File: src/rtl/mem_port_arbiter_pkg.sv
// Shared types and default parameters for the two-port memory arbiter.
// Latency: n/a (types and constants only).
// Backpressure: n/a.
package param;

  typedef enum logic {PORTA = 1'b0, PORTB = 1'b1} port;
  typedef enum logic {WR = 1'b0, RD = 1'b1} we_type;
  typedef enum logic {EN_OFF = 1'b0, EN_ON = 1'b1} en_type;
  typedef enum logic [1:0] {IDLE = 2'd0, ACCESS = 2'd1, DONE = 2'd2} arb_state_t;

  localparam int DEF_D_W = 8;
  localparam int DEF_A_W = 3;
  localparam int DEF_W_LAT [2] = '{5, 5};
  localparam int DEF_R_LAT [2] = '{6, 6};

  function automatic int max2(input int a, input int b);
    return (a > b) ? a : b;
  endfunction

  // One spare bit above the longest latency so LAT-1 always fits.
  localparam int LAT_W = $clog2(max2(max2(DEF_W_LAT[0], DEF_W_LAT[1]),
                                     max2(DEF_R_LAT[0], DEF_R_LAT[1]))) + 1;

endpackage

File: src/rtl/mem_port_arbiter_if.sv
// Requester-side and memory-side bundles of the two-port memory arbiter.
// Latency: n/a (wiring only).
// Backpressure: requesters hold en/we/addr/wdata until they see their ack.
interface arb_req_if #(
  parameter int D_W = param::DEF_D_W,
  parameter int A_W = param::DEF_A_W
);
  logic [1:0]          en;
  logic [1:0]          we;
  logic [1:0][A_W-1:0] addr;
  logic [1:0][D_W-1:0] wdata;
  logic [1:0]          ack;
  logic [1:0]          rvalid;
  logic [D_W-1:0]      rdata;
  logic                grant;
  logic                busy;

  modport master (output en, we, addr, wdata,
                  input  ack, rvalid, rdata, grant, busy);
  modport slave  (input  en, we, addr, wdata,
                  output ack, rvalid, rdata, grant, busy);
endinterface

interface arb_mem_if #(
  parameter int D_W = param::DEF_D_W,
  parameter int A_W = param::DEF_A_W
);
  logic           mem_en;
  logic           mem_we;
  logic [A_W-1:0] mem_addr;
  logic [D_W-1:0] mem_wdata;
  logic [D_W-1:0] mem_rdata;

  modport master (output mem_en, mem_we, mem_addr, mem_wdata, input mem_rdata);
  modport slave  (input mem_en, mem_we, mem_addr, mem_wdata, output mem_rdata);
endinterface

File: src/rtl/mem_port_arbiter_lat_counter.sv
// Access-length down-counter: load, decrement enable, zero flag.
// Latency: load/decrement visible the cycle after the edge; zero flag is combinational on the count.
// Backpressure: none; decrement saturates at zero.
module lat_counter #(
  parameter int W = 4
) (
  input  logic         clk,
  input  logic         rst_n,
  input  logic         i_load,
  input  logic [W-1:0] i_load_val,
  input  logic         i_dec,
  output logic         o_zero
);

  logic [W-1:0] r_cnt;

  // Load has priority over decrement; hold at zero once reached.
  always_ff @(posedge clk or negedge rst_n) begin
    if (!rst_n) begin
      r_cnt <= '0;
    end else if (i_load) begin
      r_cnt <= i_load_val;
    end else if (i_dec && (r_cnt != '0)) begin
      r_cnt <= r_cnt - 1'b1;
    end
  end

  assign o_zero = (r_cnt == '0);

endmodule

File: src/rtl/mem_port_arbiter.sv
// Shares one single-port memory between PORTA/PORTB; ARB_ROUND_ROBIN_EN selects round-robin ties.
// Latency: request sampled in IDLE, mem_en high LAT cycles, ack/rvalid one cycle after (LAT+2 per access).
// Backpressure: a waiting requester holds en until its ack; an access never aborts once granted.
module mem_port_arbiter
  import param::*;
#(
  parameter int D_W       = DEF_D_W,
  parameter int A_W       = DEF_A_W,
  parameter int W_LAT [2] = DEF_W_LAT,
  parameter int R_LAT [2] = DEF_R_LAT
) (
  input  logic      clk,
  input  logic      rst_n,
  arb_req_if.slave  req,
  arb_mem_if.master mem
);

  // Zero-length accesses and lengths the counter cannot hold are rejected at elaboration.
  for (genvar p = 0; p < 2; p++) begin : g_lat_chk
    if (W_LAT[p] < 1 || R_LAT[p] < 1 ||
        W_LAT[p] > (1 << LAT_W) || R_LAT[p] > (1 << LAT_W)) begin : g_bad
      $error("mem_port_arbiter: latency out of range on port %0d", p);
    end
  end

  arb_state_t     r_state, w_next;
  port            r_grant, w_winner;
  we_type         r_we;
  logic [A_W-1:0] r_addr;
  logic [D_W-1:0] r_wdata;
  logic [D_W-1:0] r_rdata;
  logic           w_start;
  logic           w_zero;
  int             w_lat;
  logic [LAT_W-1:0] w_load_val;

  assign w_start = (r_state == IDLE) && (req.en != 2'b00);

`ifdef ARB_ROUND_ROBIN_EN
  port r_last_grant;

  // On a tie the port that did not win last time is served.
  always_comb begin
    w_winner = PORTA;
    if (req.en == 2'b11) begin
      w_winner = (r_last_grant == PORTA) ? PORTB : PORTA;
    end else if (req.en[1]) begin
      w_winner = PORTB;
    end
  end

  // Remember every grant; PORTB after reset so PORTA takes the first tie.
  always_ff @(posedge clk or negedge rst_n) begin
    if (!rst_n) begin
      r_last_grant <= PORTB;
    end else if (w_start) begin
      r_last_grant <= w_winner;
    end
  end
`else
  // Fixed priority: PORTA wins whenever it is requesting.
  always_comb begin
    w_winner = req.en[0] ? PORTA : PORTB;
  end
`endif

  // Access length of the winner, picked by its operation type.
  always_comb begin
    w_lat = W_LAT[0];
    if (w_winner == PORTA) begin
      w_lat = req.we[0] ? R_LAT[0] : W_LAT[0];
    end else begin
      w_lat = req.we[1] ? R_LAT[1] : W_LAT[1];
    end
  end

  assign w_load_val = LAT_W'(w_lat - 1);

  lat_counter #(.W(LAT_W)) u_lat_counter (
    .clk        (clk),
    .rst_n      (rst_n),
    .i_load     (w_start),
    .i_load_val (w_load_val),
    .i_dec      (r_state == ACCESS),
    .o_zero     (w_zero)
  );

  // State register.
  always_ff @(posedge clk or negedge rst_n) begin
    if (!rst_n) begin
      r_state <= IDLE;
    end else begin
      r_state <= w_next;
    end
  end

  // Next state: grant from IDLE, run out the count in ACCESS, one DONE cycle.
  always_comb begin
    w_next = r_state;
    unique case (r_state)
      IDLE:    if (req.en != 2'b00) w_next = ACCESS;
      ACCESS:  if (w_zero) w_next = DONE;
      DONE:    w_next = IDLE;
      default: w_next = IDLE;
    endcase
  end

  // Latch the winner's request; it drives the memory for the whole access.
  always_ff @(posedge clk or negedge rst_n) begin
    if (!rst_n) begin
      r_grant <= PORTA;
      r_we    <= WR;
      r_addr  <= '0;
      r_wdata <= '0;
    end else if (w_start) begin
      r_grant <= w_winner;
      r_we    <= we_type'(req.we[w_winner]);
      r_addr  <= req.addr[w_winner];
      r_wdata <= req.wdata[w_winner];
    end
  end

  // Capture read data on the last ACCESS cycle, when the memory output is valid.
  always_ff @(posedge clk or negedge rst_n) begin
    if (!rst_n) begin
      r_rdata <= '0;
    end else if ((r_state == ACCESS) && w_zero && (r_we == RD)) begin
      r_rdata <= mem.mem_rdata;
    end
  end

  assign mem.mem_en    = (r_state == ACCESS) ? EN_ON : EN_OFF;
  assign mem.mem_we    = r_we;
  assign mem.mem_addr  = r_addr;
  assign mem.mem_wdata = r_wdata;

  assign req.ack    = (r_state == DONE) ? {r_grant == PORTB, r_grant == PORTA} : 2'b00;
  assign req.rvalid = req.ack & {2{r_we == RD}};
  assign req.rdata  = r_rdata;
  assign req.grant  = r_grant;
  assign req.busy   = (r_state != IDLE);

endmodule

File: src/flat_wrapper.sv
// flat-port wrapper written by rule: the top's interface ports become plain ports
module mem_port_arbiter_flat import param::*;
#(
  parameter int D_W       = DEF_D_W,
  parameter int A_W       = DEF_A_W,
  parameter int W_LAT [2] = DEF_W_LAT,
  parameter int R_LAT [2] = DEF_R_LAT
)
  (clk, rst_n, req_en, req_we, req_addr, req_wdata, req_ack, req_rvalid, req_rdata, req_grant, req_busy, mem_mem_en, mem_mem_we, mem_mem_addr, mem_mem_wdata, mem_mem_rdata);
  arb_req_if #(.D_W(D_W), .A_W(A_W)) req_i ();
  arb_mem_if #(.D_W(D_W), .A_W(A_W)) mem_i ();
  input  logic clk;
  input  logic rst_n;
  input wire logic [$bits(req_i.en)-1:0] req_en;
  input wire logic [$bits(req_i.we)-1:0] req_we;
  input wire logic [$bits(req_i.addr)-1:0] req_addr;
  input wire logic [$bits(req_i.wdata)-1:0] req_wdata;
  output wire logic [$bits(req_i.ack)-1:0] req_ack;
  output wire logic [$bits(req_i.rvalid)-1:0] req_rvalid;
  output wire logic [$bits(req_i.rdata)-1:0] req_rdata;
  output wire logic [$bits(req_i.grant)-1:0] req_grant;
  output wire logic [$bits(req_i.busy)-1:0] req_busy;
  output wire logic [$bits(mem_i.mem_en)-1:0] mem_mem_en;
  output wire logic [$bits(mem_i.mem_we)-1:0] mem_mem_we;
  output wire logic [$bits(mem_i.mem_addr)-1:0] mem_mem_addr;
  output wire logic [$bits(mem_i.mem_wdata)-1:0] mem_mem_wdata;
  input wire logic [$bits(mem_i.mem_rdata)-1:0] mem_mem_rdata;
  assign req_i.en = req_en;
  assign req_i.we = req_we;
  assign req_i.addr = req_addr;
  assign req_i.wdata = req_wdata;
  assign req_ack = req_i.ack;
  assign req_rvalid = req_i.rvalid;
  assign req_rdata = req_i.rdata;
  assign req_grant = req_i.grant;
  assign req_busy = req_i.busy;
  assign mem_mem_en = mem_i.mem_en;
  assign mem_mem_we = mem_i.mem_we;
  assign mem_mem_addr = mem_i.mem_addr;
  assign mem_mem_wdata = mem_i.mem_wdata;
  assign mem_i.mem_rdata = mem_mem_rdata;
  mem_port_arbiter #(.D_W(D_W), .A_W(A_W), .W_LAT(W_LAT), .R_LAT(R_LAT)) u_core (.clk(clk), .rst_n(rst_n), .req(req_i), .mem(mem_i));
endmodule
File: config.mk
export PLATFORM = sky130hd
export DESIGN_NAME = mem_port_arbiter_flat
export DESIGN_NICKNAME = d
export VERILOG_FILES = /design/src/rtl/mem_port_arbiter_pkg.sv /design/src/rtl/mem_port_arbiter_if.sv /design/src/rtl/mem_port_arbiter_lat_counter.sv /design/src/rtl/mem_port_arbiter.sv /design/src/flat_wrapper.sv
export SDC_FILE = /design/constraint.sdc
export NUM_CORES = 1
export LEC_CHECK = 0
export BUFFER_PORTS_ARGS = -buffer_cell sky130_fd_sc_hd__clkbuf_2
export CORE_UTILIZATION = 34
export DETAILED_ROUTE_END_ITERATION = 8
export RECOVER_POWER = 25
export SYNTH_ARGS = -nofsm -noshare
export SYNTH_HDL_FRONTEND = slang
export SYNTH_HIERARCHICAL = 1
export SYNTH_SLANG_ARGS = --single-unit
File: constraint.sdc
create_clock -name clk -period 2.3 [get_ports clk]
set_clock_uncertainty 0.15 [all_clocks]
set_input_delay 0.23 -clock clk [delete_from_list [all_inputs] [get_ports clk]]
set_output_delay 0.23 -clock clk [all_outputs]
set_load 0.01 [all_outputs]
[Word-level counts from Yosys, hierarchy flattened]
Cells that the tools add are included.
Word-level totals
  output and inout bits: 27
  logic and storage cells: 44
  register bits: 27
Operators by class
  order comparisons: 1
  reduce and logical (&&, ||, !) cells: 11
  equality and inequality tests: 4
  multiplexer cells: 17
  bitwise operators: 2
  add/sub/neg operators: 2
Operator list (number)
  2-to-1 mux 8 bit: 2
  2-to-1 mux 2 bit: 6
  2-to-1 mux 4 bit: 2
  2-to-1 mux 3 bit: 2
  nonzero test 2 bit: 3
  logical AND 1 bit: 4
  zero test 4 bit: 1
  2-to-1 mux 1 bit: 4
  one-hot mux 2 bit (2 select lines): 1
  nonzero test 4 bit: 1
  subtractor 4 x 1 -> 4 bit (second input constant): 1
  subtractor 4 x 2 -> 4 bit (second input constant): 1
  AND 2 bit: 1
  equality test 2 x 1 -> 1 bit (second input constant): 1
  equality test 2 bit (second input constant): 1
  zero test 2 bit: 1
  less-than comparator 1 x 2 -> 1 bit (second input constant): 1
  inequality test 2 x 1 -> 1 bit (second input constant): 1
  inequality test 2 bit (second input constant): 1
  AND reduction 2 bit: 1
  NOT 1 bit: 1

[Longest topological paths before layout]
  word-level depth: 4
  mapped depth: 6
  depth with buffers taken out: 5

[Cells and area by module]
Netlist, hierarchy kept.
By module, submodules not included
  mem_port_arbiter: cells an instance 73, area each 1168.6 sq um, instances 1
  lat_counter: cells an instance 27, area each 270.3 sq um, instances 1

[Worst setup path after synthesis]
No wires, ideal clock.
  kind: flip-flop to flip-flop
  start: reg u_core.u_lat_counter.r_cnt[0]
  end: reg u_core.r_rdata[2] (netlist: u_core/req.rdata[2])
  arrival time: 1.481 ns
  library setup time: 0.125 ns
  stages on the path, launching flop included: 6
  period minus slack after synthesis: 1.756 ns
  path slack: 0.544 ns
  cells stage by stage: dfrtp_1 -> inv_1 -> ha_1 -> nor3b_2 -> nand3_4 -> mux2_4
On the way
  longest elaborated chain between the ends: 3
RTL lines
  from (decl): line mem_port_arbiter_lat_counter.sv:15  | logic [W-1:0] r_cnt;
  from (signal assigned): line mem_port_arbiter_lat_counter.sv:22  | r_cnt <= i_load_val;
  from (signal assigned): line mem_port_arbiter_lat_counter.sv:24  | r_cnt <= r_cnt - 1'b1;
  zero test 4 bit: line mem_port_arbiter_lat_counter.sv:28  | assign o_zero = (r_cnt == '0);
  named net u_core.w_zero: line mem_port_arbiter.sv:33  | logic w_zero;
  logical AND 1 bit (2 in series): line mem_port_arbiter.sv:127  | end else if ((r_state == ACCESS) && w_zero && (r_we == RD)) begin
  to (signal assigned): line mem_port_arbiter.sv:128  | r_rdata <= mem.mem_rdata;
  to (decl): line mem_port_arbiter.sv:31  | logic [D_W-1:0] r_rdata;
The timed path passes the listed nets, and every way through them passes these cells.
A chain may end at the register's enable or synchronous reset.

[Worst setup path in the final report]
  start: reg u_core.u_lat_counter.r_cnt[0]
  end: reg u_core.r_rdata[4] (netlist: u_core/req.rdata[4])
The elaborated chain is that of the path after synthesis.

==> results.ini <==
[outcome]
status=completed

[yosys]
synth_cells=100
ys_types=29
synthesis.area_um2=1440
synth_seq_area_share=0.470
ys_ff_latch=27
yosys.area.top_type=dfrtp_1
ys_warn_count=6
synth_edf_count=0
synth_top_cell_area_share=0.470
synthArstFlopShare=1.00
synthTopCellsByArea=dfrtp_1 (47%), mux2_4 (22%), mux2_2 (8.6%)
synth-main-ff-cell=dfrtp_1
postSynthAreaPerCell_um2=14.4

[sta]
maxSlewViolCount=0
period_share=0.841
worstMarginPinSlew_ns=0.686
finalSetupViolCount=0
finalCriticalPeriod_ns=1.93
hold_viol_final=0
relSlewSlack=0.542
tns_ns=0
holdWs_ns=0.0352
rsz0062_at_grt=false
layout_setup_ws_ns=0.367
fmax_mhz=517

[pwr]
vdd_ir_drop_max_mv=0.404
leakagePower_nw=0.889
power_density_nw_per_um2=1240
finalPower_mw=2.25

[grt]
antenna_found_initial=0
grt_overflow=0
grt_util_all_layers=0.142
grt_max_degree=28
grt_pass1_wl_um=4640
first_global_vias=1036

[final_layout]
nets=204
final_cell_mix=clkbuf_2 (43), dfrtp_1 (27), mux2_4 (21)
final_common_cell=clkbuf_2
drive_gt1_frac=0.530
syn_to_final_growth_pct=26.0
antennaDiodeCount=0
finalNonFillerCells=216

[die]
dieHeight_um=67.1
io-pin-count=63
die_w_um=67.1
core-area_um2=4030
die-area_um2=4500
start_util=0.357
row_count=23

[place]
placed_cells=211
place_congestion=0.691
dpl.hpwl_um=2140
dpl_worst_slack_ns=0.370
portBuffers=62

[drt]
num_vias=996
vias_per_cell=4.61
detail_route.wl_per_cell_um=13.3
drt-total-wl_um=2860
antenna_left=0
first_pass_iters=2
route.detailed.drc=0
drt_iter0_markers=19

[run]
drv_cap=0

[setup_path]
crit_required_ns=2.32
reg2reg_depth=5
cp-end-kind=flop
r2r_end=u_core/req.rdata[4]
cp.arrival_ns=1.95
r2r_start=u_core/u_lat_counter/r_cnt[0]
endpoint=u_core/req.rdata[4]
rrSetupSlack_ns=0.37
critPathKind=flop to flop
timing.critical_path.from=u_core/u_lat_counter/r_cnt[0]
crit_path_start_kind=flop
crit_fanout=8

[cts]
clock_latency_ns=0.27
cts_tree=built
cts_buffers=3
clock_path_buffers=2
htree_levels=1
clock-sinks=27
post_cts_resized=0
clk_pin_slew_ns=0.09
clockRootBuffer=clkbuf_8

[hold_path]
min_path_type=primary input to flop

## synth_stat cells (2+ instances only)
| library cell | count |
|---|---|
| a21oi_1 | 3 |
| and2_1 | 3 |
| buf_6 | 2 |
| conb_1 | 2 |
| dfrtp_1 | 27 |
| inv_1 | 5 |
| mux2_2 | 11 |
| mux2_4 | 21 |
| nand2_1 | 3 |
| nor3_1 | 2 |
| nor3b_1 | 2 |
| o21ai_0 | 2 |
## critical path, stage by stage, from the launching register on
cell     delay, ns
dfrtp_1       0.42
inv_1         0.08
ha_1          0.19
nor3b_2       0.43
nand3_4       0.21
mux2_4        0.34
## worst min-delay path by stage
stage	depth (start not counted)	startpoint	endpoint	slack (ns)
2_1_floorplan	0	rst_n	u_core/mem.mem_addr[0]	-0.22
3_3_place_gp	1	rst_n	u_core/r_state[1]	0.15
3_5_place_dp	1	rst_n	u_core/mem.mem_we	0.16
4_1_cts	2	mem_mem_rdata[2]	u_core/req.rdata[2]	0.03
5_1_grt	2	mem_mem_rdata[2]	u_core/req.rdata[2]	0.03
6_report	2	mem_mem_rdata[3]	u_core/req.rdata[3]	0.04
## state kept, by name (all words and copies together), names as in the netlist
signal                      count
u_core/u_lat_counter/r_cnt      4
u_core/mem.mem_wdata            8
u_core/r_state                  2
u_core/req.grant                1
u_core/mem.mem_we               1
u_core/req.rdata                8
u_core/mem.mem_addr             3
## power breakdown
group	total, mW	switching, mW	internal (mW)
Sequential	0.891	0.172	0.719
Clock	0.274	0.151	0.123
Combinational	1.08	0.506	0.577
Total	2.25	0.829	1.42
## timing repair
item	in CTS	in global routing
setup buffers	0	0
hold buffers	1	0
endpoints found under the hold margin	27	0
## routing by layer
| metal | share of wire | routed length, um | global-route usage | up-vias |
|---|---|---|---|---|
| met4 | 0.019 | 55 | 0.0718 | 0 |
| met2 | 0.45 | 1280 | 0.240 | 51 |
| li1 | - | - | - | 484 |
| met1 | 0.45 | 1300 | 0.170 | 457 |
| met3 | 0.080 | 229 | 0.0274 | 4 |
| met5 | 0 | 0 | 0 | - |
## stage by stage
stage,area [um2],util
6_report,1810,0.450
5_1_grt,1810,0.450
4_1_cts,1840,0.457
3_5_place_dp,1780,0.442
3_3_place_gp,1780,0.442
2_1_floorplan,1440,-
## kinds of logic (layout without fill, tap and decap cells)
kind of cell | Yosys count | count (layout) | share of synthesized area
AO/OA/AOI/OAI | 11 | 11 | 0.0609
adder cells (fa/ha/maj) | 1 | 1 | 0.00869
buffers and inverters | 8 | 73 | 0.0426
flip-flops | 27 | 27 | 0.470
multiplexers | 32 | 32 | 0.305
other | 2 | 3 | 0.00522
AND/OR/NAND/NOR | 19 | 19 | 0.108
## cell type report
| class | instances | area, um2 |
|---|---|---|
| Timing Repair Buffer | 64 | 304 |
| Clock inverter | 1 | 7.51 |
| Fill cell | 408 | 2220 |
| Inverter | 5 | 18.8 |
| Multi-Input combinational cell | 66 | 703 |
| Tap cell | 50 | 62.6 |
| Clock buffer | 3 | 41.3 |
| Sequential cell | 27 | 676 |
Note: power is estimated with default switching activity, not from simulation.
